===== src/rtl/val2_iter_shifter_if.sv =====
`timescale 1ns/1ps
`default_nettype none
// +--------------------------------------------------------------------+
// | val2_iter_shifter_if                                               |
// | Request/result bundle between ID/EX stage and the Val2 generator.  |
// | Rev 1.0                                                            |
// +--------------------------------------------------------------------+
interface val2_iter_shifter_if #(
   parameter int WORD_WIDTH            = 32,
   parameter int SHIFTER_OPERAND_WIDTH = 12
);
   logic                             start;
   logic                             flush;
   logic                             imm;
   logic                             is_for_memory;
   logic [SHIFTER_OPERAND_WIDTH-1:0] shifter_operand;
   logic [WORD_WIDTH-1:0]            val_Rm;
   logic                             busy;
   logic                             done;
   logic [WORD_WIDTH-1:0]            val2_out;

   modport master (
      output start, flush, imm, is_for_memory, shifter_operand, val_Rm,
      input  busy, done, val2_out
   );

   modport slave (
      input  start, flush, imm, is_for_memory, shifter_operand, val_Rm,
      output busy, done, val2_out
   );
endinterface
`default_nettype wire


===== src/rtl/val2_iter_shifter.sv =====
`timescale 1ns/1ps
`default_nettype none
// +--------------------------------------------------------------------+
// | val2_iter_shifter                                                  |
// | Iterative Val2 generator: shifts/rotates up to STEP bits per clock.|
// | Rev 1.0                                                            |
// +--------------------------------------------------------------------+
module val2_iter_shifter #(
   parameter int WORD_WIDTH            = 32,
   parameter int SHIFTER_OPERAND_WIDTH = 12,
   parameter int STEP                  = 1
) (
   input  logic                clk,
   input  logic                rst_n,
   val2_iter_shifter_if.slave  bus
);

   localparam logic [4:0] c_STEP = 5'(STEP);
   localparam logic [1:0] c_LSL  = 2'b00;
   localparam logic [1:0] c_LSR  = 2'b01;
   localparam logic [1:0] c_ASR  = 2'b10;
   localparam logic [1:0] c_ROR  = 2'b11;

   typedef enum logic [1:0] {
      S_IDLE  = 2'd0,
      S_SHIFT = 2'd1,
      S_DONE  = 2'd2
   } state_t;

   state_t                r_state, w_state_nxt;
   logic [WORD_WIDTH-1:0] r_work, w_work_nxt;
   logic [WORD_WIDTH-1:0] r_val2, w_val2_nxt;
   logic [4:0]            r_rem, w_rem_nxt;
   logic [1:0]            r_kind, w_kind_nxt;

   logic [WORD_WIDTH-1:0] w_cap_work;
   logic [4:0]            w_cap_rem;
   logic [1:0]            w_cap_kind;
   logic [4:0]            w_n;
   logic [5:0]            w_lrot;
   logic [WORD_WIDTH-1:0] w_shifted;

   // Operand capture: memory offset wins over immediate, which wins over register.
   always_comb begin
      w_cap_work = bus.val_Rm;
      w_cap_rem  = bus.shifter_operand[11:7];
      w_cap_kind = bus.shifter_operand[6:5];
      if (bus.is_for_memory) begin
         w_cap_work = WORD_WIDTH'(bus.shifter_operand);
         w_cap_rem  = 5'd0;
         w_cap_kind = c_LSL;
      end else if (bus.imm) begin
         w_cap_work = WORD_WIDTH'(bus.shifter_operand[7:0]);
         w_cap_rem  = {bus.shifter_operand[11:8], 1'b0};
         w_cap_kind = c_ROR;
      end
   end

   // One iteration moves min(STEP, rem) positions, so rem never underflows.
   assign w_n    = (r_rem < c_STEP) ? r_rem : c_STEP;
   assign w_lrot = 6'(WORD_WIDTH) - {1'b0, w_n};

   always_comb begin
      w_shifted = r_work;
      case (r_kind)
         c_LSL:   w_shifted = r_work << w_n;
         c_LSR:   w_shifted = r_work >> w_n;
         c_ASR:   w_shifted = $signed(r_work) >>> w_n;
         c_ROR:   w_shifted = (r_work >> w_n) | (r_work << w_lrot);
         default: w_shifted = r_work;
      endcase
   end

   always_comb begin
      w_state_nxt = r_state;
      w_work_nxt  = r_work;
      w_rem_nxt   = r_rem;
      w_kind_nxt  = r_kind;
      w_val2_nxt  = r_val2;
      if (bus.flush) begin
         w_state_nxt = S_IDLE;
      end else begin
         case (r_state)
            S_IDLE: begin
               if (bus.start) begin
                  w_work_nxt = w_cap_work;
                  w_rem_nxt  = w_cap_rem;
                  w_kind_nxt = w_cap_kind;
                  if (w_cap_rem == 5'd0) begin
                     w_state_nxt = S_DONE;
                     w_val2_nxt  = w_cap_work;
                  end else begin
                     w_state_nxt = S_SHIFT;
                  end
               end
            end
            S_SHIFT: begin
               w_work_nxt = w_shifted;
               w_rem_nxt  = r_rem - w_n;
               if (r_rem == w_n) begin
                  w_state_nxt = S_DONE;
                  w_val2_nxt  = w_shifted;
               end
            end
            S_DONE:  w_state_nxt = S_IDLE;
            default: w_state_nxt = S_IDLE;
         endcase
      end
   end

   always_ff @(posedge clk or negedge rst_n) begin
      if (!rst_n) begin
         r_state <= S_IDLE;
         r_work  <= '0;
         r_rem   <= '0;
         r_kind  <= c_LSL;
         r_val2  <= '0;
      end else begin
         r_state <= w_state_nxt;
         r_work  <= w_work_nxt;
         r_rem   <= w_rem_nxt;
         r_kind  <= w_kind_nxt;
         r_val2  <= w_val2_nxt;
      end
   end

   assign bus.busy     = (r_state != S_IDLE);
   assign bus.done     = (r_state == S_DONE);
   assign bus.val2_out = r_val2;

endmodule
`default_nettype wire


===== src/flat_wrapper.sv =====
// flat-port wrapper written by rule: the top's interface ports become plain ports
module val2_iter_shifter_flat 
#(
   parameter int WORD_WIDTH            = 32,
   parameter int SHIFTER_OPERAND_WIDTH = 12,
   parameter int STEP                  = 1
)
  (clk, rst_n, bus_start, bus_flush, bus_imm, bus_is_for_memory, bus_shifter_operand, bus_val_Rm, bus_busy, bus_done, bus_val2_out);
  val2_iter_shifter_if #(.WORD_WIDTH(WORD_WIDTH), .SHIFTER_OPERAND_WIDTH(SHIFTER_OPERAND_WIDTH)) bus_i ();
  input  logic clk;
  input  logic rst_n;
  input wire logic [$bits(bus_i.start)-1:0] bus_start;
  input wire logic [$bits(bus_i.flush)-1:0] bus_flush;
  input wire logic [$bits(bus_i.imm)-1:0] bus_imm;
  input wire logic [$bits(bus_i.is_for_memory)-1:0] bus_is_for_memory;
  input wire logic [$bits(bus_i.shifter_operand)-1:0] bus_shifter_operand;
  input wire logic [$bits(bus_i.val_Rm)-1:0] bus_val_Rm;
  output wire logic [$bits(bus_i.busy)-1:0] bus_busy;
  output wire logic [$bits(bus_i.done)-1:0] bus_done;
  output wire logic [$bits(bus_i.val2_out)-1:0] bus_val2_out;
  assign bus_i.start = bus_start;
  assign bus_i.flush = bus_flush;
  assign bus_i.imm = bus_imm;
  assign bus_i.is_for_memory = bus_is_for_memory;
  assign bus_i.shifter_operand = bus_shifter_operand;
  assign bus_i.val_Rm = bus_val_Rm;
  assign bus_busy = bus_i.busy;
  assign bus_done = bus_i.done;
  assign bus_val2_out = bus_i.val2_out;
  val2_iter_shifter #(.WORD_WIDTH(WORD_WIDTH), .SHIFTER_OPERAND_WIDTH(SHIFTER_OPERAND_WIDTH), .STEP(STEP)) u_core (.clk(clk), .rst_n(rst_n), .bus(bus_i));
endmodule

===== config.mk =====
export PLATFORM = sky130hd
export DESIGN_NAME = val2_iter_shifter_flat
export DESIGN_NICKNAME = d
export VERILOG_FILES = /design/src/rtl/val2_iter_shifter_if.sv /design/src/rtl/val2_iter_shifter.sv /design/src/flat_wrapper.sv
export SDC_FILE = /design/constraint.sdc
export NUM_CORES = 1
export LEC_CHECK = 0
export ABC_AREA = 1
export CORE_MARGIN = 5
export CORE_UTILIZATION = 25
export CTS_CLUSTER_DIAMETER = 50
export DETAILED_ROUTE_END_ITERATION = 7
export PLACE_DENSITY = 0.44
export SKIP_LAST_GASP = 1
export SLEW_MARGIN = 20
export SYNTH_ARGS = -nofsm -noshare
export SYNTH_HDL_FRONTEND = slang
export SYNTH_SLANG_ARGS = --single-unit

===== constraint.sdc =====
create_clock -name clk -period 2.2 [get_ports clk]
set_input_delay 0.66 -clock clk [delete_from_list [all_inputs] [get_ports clk]]
set_output_delay 0.66 -clock clk [all_outputs]
set_load 0.02 [all_outputs]

==> results.ini <==
[timing]
final.setup_skew_ns=0.0121
slew_violations=0
timing.final.crit_period_ns=2.09
timing.hold.ws_ns=0.205
setup_viol_count_final=0
worst_pin_slew_ns=0.535
rsz0062_at_grt=true
fmax_ghz=0.478
final.setup.tns_ns=0
fin_crit_sh=0.951
hold_violations=0
slew_headroom=0.640
fin_ws_ns=0.108

[logic_synthesis]
yosys_warnings=0
ys_seq_elements=73
synth_cell_types=47
synth_top_cell_area_share=0.382
netlist_instances=685
synth_fp_nets=737
syn_avg_cell_area_um2=6.99
synth_area_mm2=0.00479
synth_top_area_cell=dfrtp_1
synth.area.top_cells=dfrtp_1 (38%), nand2_1 (18%), nand3_1 (7.0%)
ys_seq_area_frac=0.382

[global_route]
antenna_found_initial=0
grt_max_degree=41
grt_first_pass_wirelength_mm=28.6
grt_overflow=0
grt_use_total=0.164
first_global_vias=5104

[routing]
detail-route-antenna-nets=0
vias_per_cell=4.92
routedWlPerCell_um=17.3
vias=5037
drc=0
drt_iter0_drc=412
drt-total-wl_mm=17.7
drtPass1Iterations=5

[clocking]
cts_max_level=3
cts_inserted_buffers=9
cts_hold_buf=0
cts_tree=done
clk_latency_ns=0.35
clock-root-buffer=clkbuf_16
cts_sinks=73
clkTransAtPathRegs_ns=0.07
cts_max_path_buffers=2

[critical_path]
worstPathArrival_ns=2.38
setup.worst_path.start_class=flip-flop
required_ns=2.49
crit_type=flip-flop to flip-flop
crit_path_end_kind=flip-flop
crit_fanout=12

[cells_and_area]
layout-drive-gt1-share=0.124
layout_common_cells=nand2_1 (232), clkdlybuf4s50_1 (80), dfrtp_1 (73), nand3_1 (65), o21ai_0 (54)
utilization=0.346
multiInputGateArea_mm2=0.00257
layout-area-overhead-vs-synth_pct=35.8
fillers=2048
fin_nets=836
seq_area_mm2=0.00183
final_common_cell=nand2_1
diodes=0

[die]
row_count=50
coreArea_mm2=0.0188
start_util=0.255
dieArea_mm2=0.0220
die_w_um=148
die_y_um=148
io-pin-count=84

[power]
power_per_cell_area_mw_per_mm2=1620
vdd_drop_max_mv=0.473
p_leak_nw=3.00

[job]
drv_cap=0

[placement]
pre_cts_ws_ns=-0.242
hpwl_mm=13.5
gp_congestion=0.886
io_buffers=83

[hold_path]
min_path_type=primary input to async pin

[status]
status=complete, no violations

## cells in the mapped netlist (all sizes together)
cell / number
dfrtp: 73
ha: 2
nor3: 2
o32ai: 5
a21oi: 20
nand4: 5
mux2i: 1
nor2: 43
a221oi: 2
o221ai: 7
a31oi: 13
nand3b: 1
o21ai: 78
a32o: 1
nand3: 70
xor2: 2
clkbuf: 22
nand2: 239
or2: 2
o211ai: 14
inv: 49
a22o: 2
buf: 19
o21bai: 1
and2: 2
a22oi: 5
conb: 1
o31ai: 1
clkinv: 3
## worst max-delay path: stages, from the launching register on
cell and delay (ns):
dfrtp_1 0.41, nor2_4 0.15, nand2_4 0.08, nor2_8 0.14, ha_4 0.23, inv_2 0.08, buf_12 0.13, nand3_1 0.14
o21ai_0 0.21, nand2_1 0.07, a31oi_1 0.23, nand2_1 0.10, nand2_1 0.06
## layer usage
metal	vias to the layer above	track usage	wire [um]
li1	2484	-	-
met1	2404	0.231	8590
met2	130	0.261	8010
met3	19	0.0305	777
met4	0	0.0453	306
met5	-	0	0
## cell families (layout without fill, tap and decap cells)
| family | count (synthesis) | count (layout) | synth area share |
|---|---|---|---|
| other cells | 1 | 1 | 0.000783 |
| buf+inv | 93 | 197 | 0.0910 |
| fa+ha+maj | 2 | 2 | 0.00523 |
| compound gates | 149 | 149 | 0.189 |
| mux | 1 | 1 | 0.00209 |
| flops | 73 | 73 | 0.382 |
| simple gates | 364 | 364 | 0.326 |
| xor+xnor | 2 | 2 | 0.00366 |
## sequential cells by signal, indices dropped and copies added (netlist names)
signal / count
u_core.r_kind: 2
u_core.r_work: 32
u_core.r_state: 2
u_core.r_rem: 5
u_core.bus.val2_out: 32
## per-stage QoR
step / power [mW] / instances / area (um^2)
after floorplan: 6.43 / 685 / 4790
after global placement: 8.70 / 1004 / 6100
after detailed placement: 8.73 / 1004 / 6100
after CTS: 10.5 / 1020 / 6430
after global routing: 11.4 / 1023 / 6500
final: 10.5 / 1023 / 6500
## report_power, final
group,leakage [nW],total (mW),switching [mW],internal (mW)
clock network,0.157,1.66,0.652,1.01
registers,0.933,2.43,0.473,1.95
logic,1.91,6.41,3.97,2.44
total,3.00,10.5,5.09,5.40
## path summary, 6_finish.rpt
check,startpoint,end,slack [ns],depth (start not counted)
max,u_core.r_rem[1],u_core.bus.val2_out[9],0.11,12
min reg2reg,u_core.bus.val2_out[17],u_core.bus.val2_out[17],0.48,2
max in group asynchronous,rst_n,u_core.r_work[23],1.43,2
min,rst_n,u_core.bus.val2_out[18],0.20,1
max reg2reg,u_core.r_rem[1],u_core.bus.val2_out[9],0.11,12
min in group clk,u_core.bus.val2_out[17],u_core.bus.val2_out[17],0.48,2
## area by class of cell
cell class / count / share of cell area
Multi-Input combinational cell: 519 / 0.396
Clock buffer: 9 / 0.0347
Inverter: 52 / 0.0304
Tap cell: 234 / 0.0451
Sequential cell: 73 / 0.281
Timing Repair Buffer: 129 / 0.197
Clock inverter: 7 / 0.0158
## timing repair
item,CTS,global route
setup endpoints to repair,1,43
resized for setup,1,11
pin swaps,0,1
setup buffers,0,3
No activity file was read; power rests on OpenSTA's default activity.
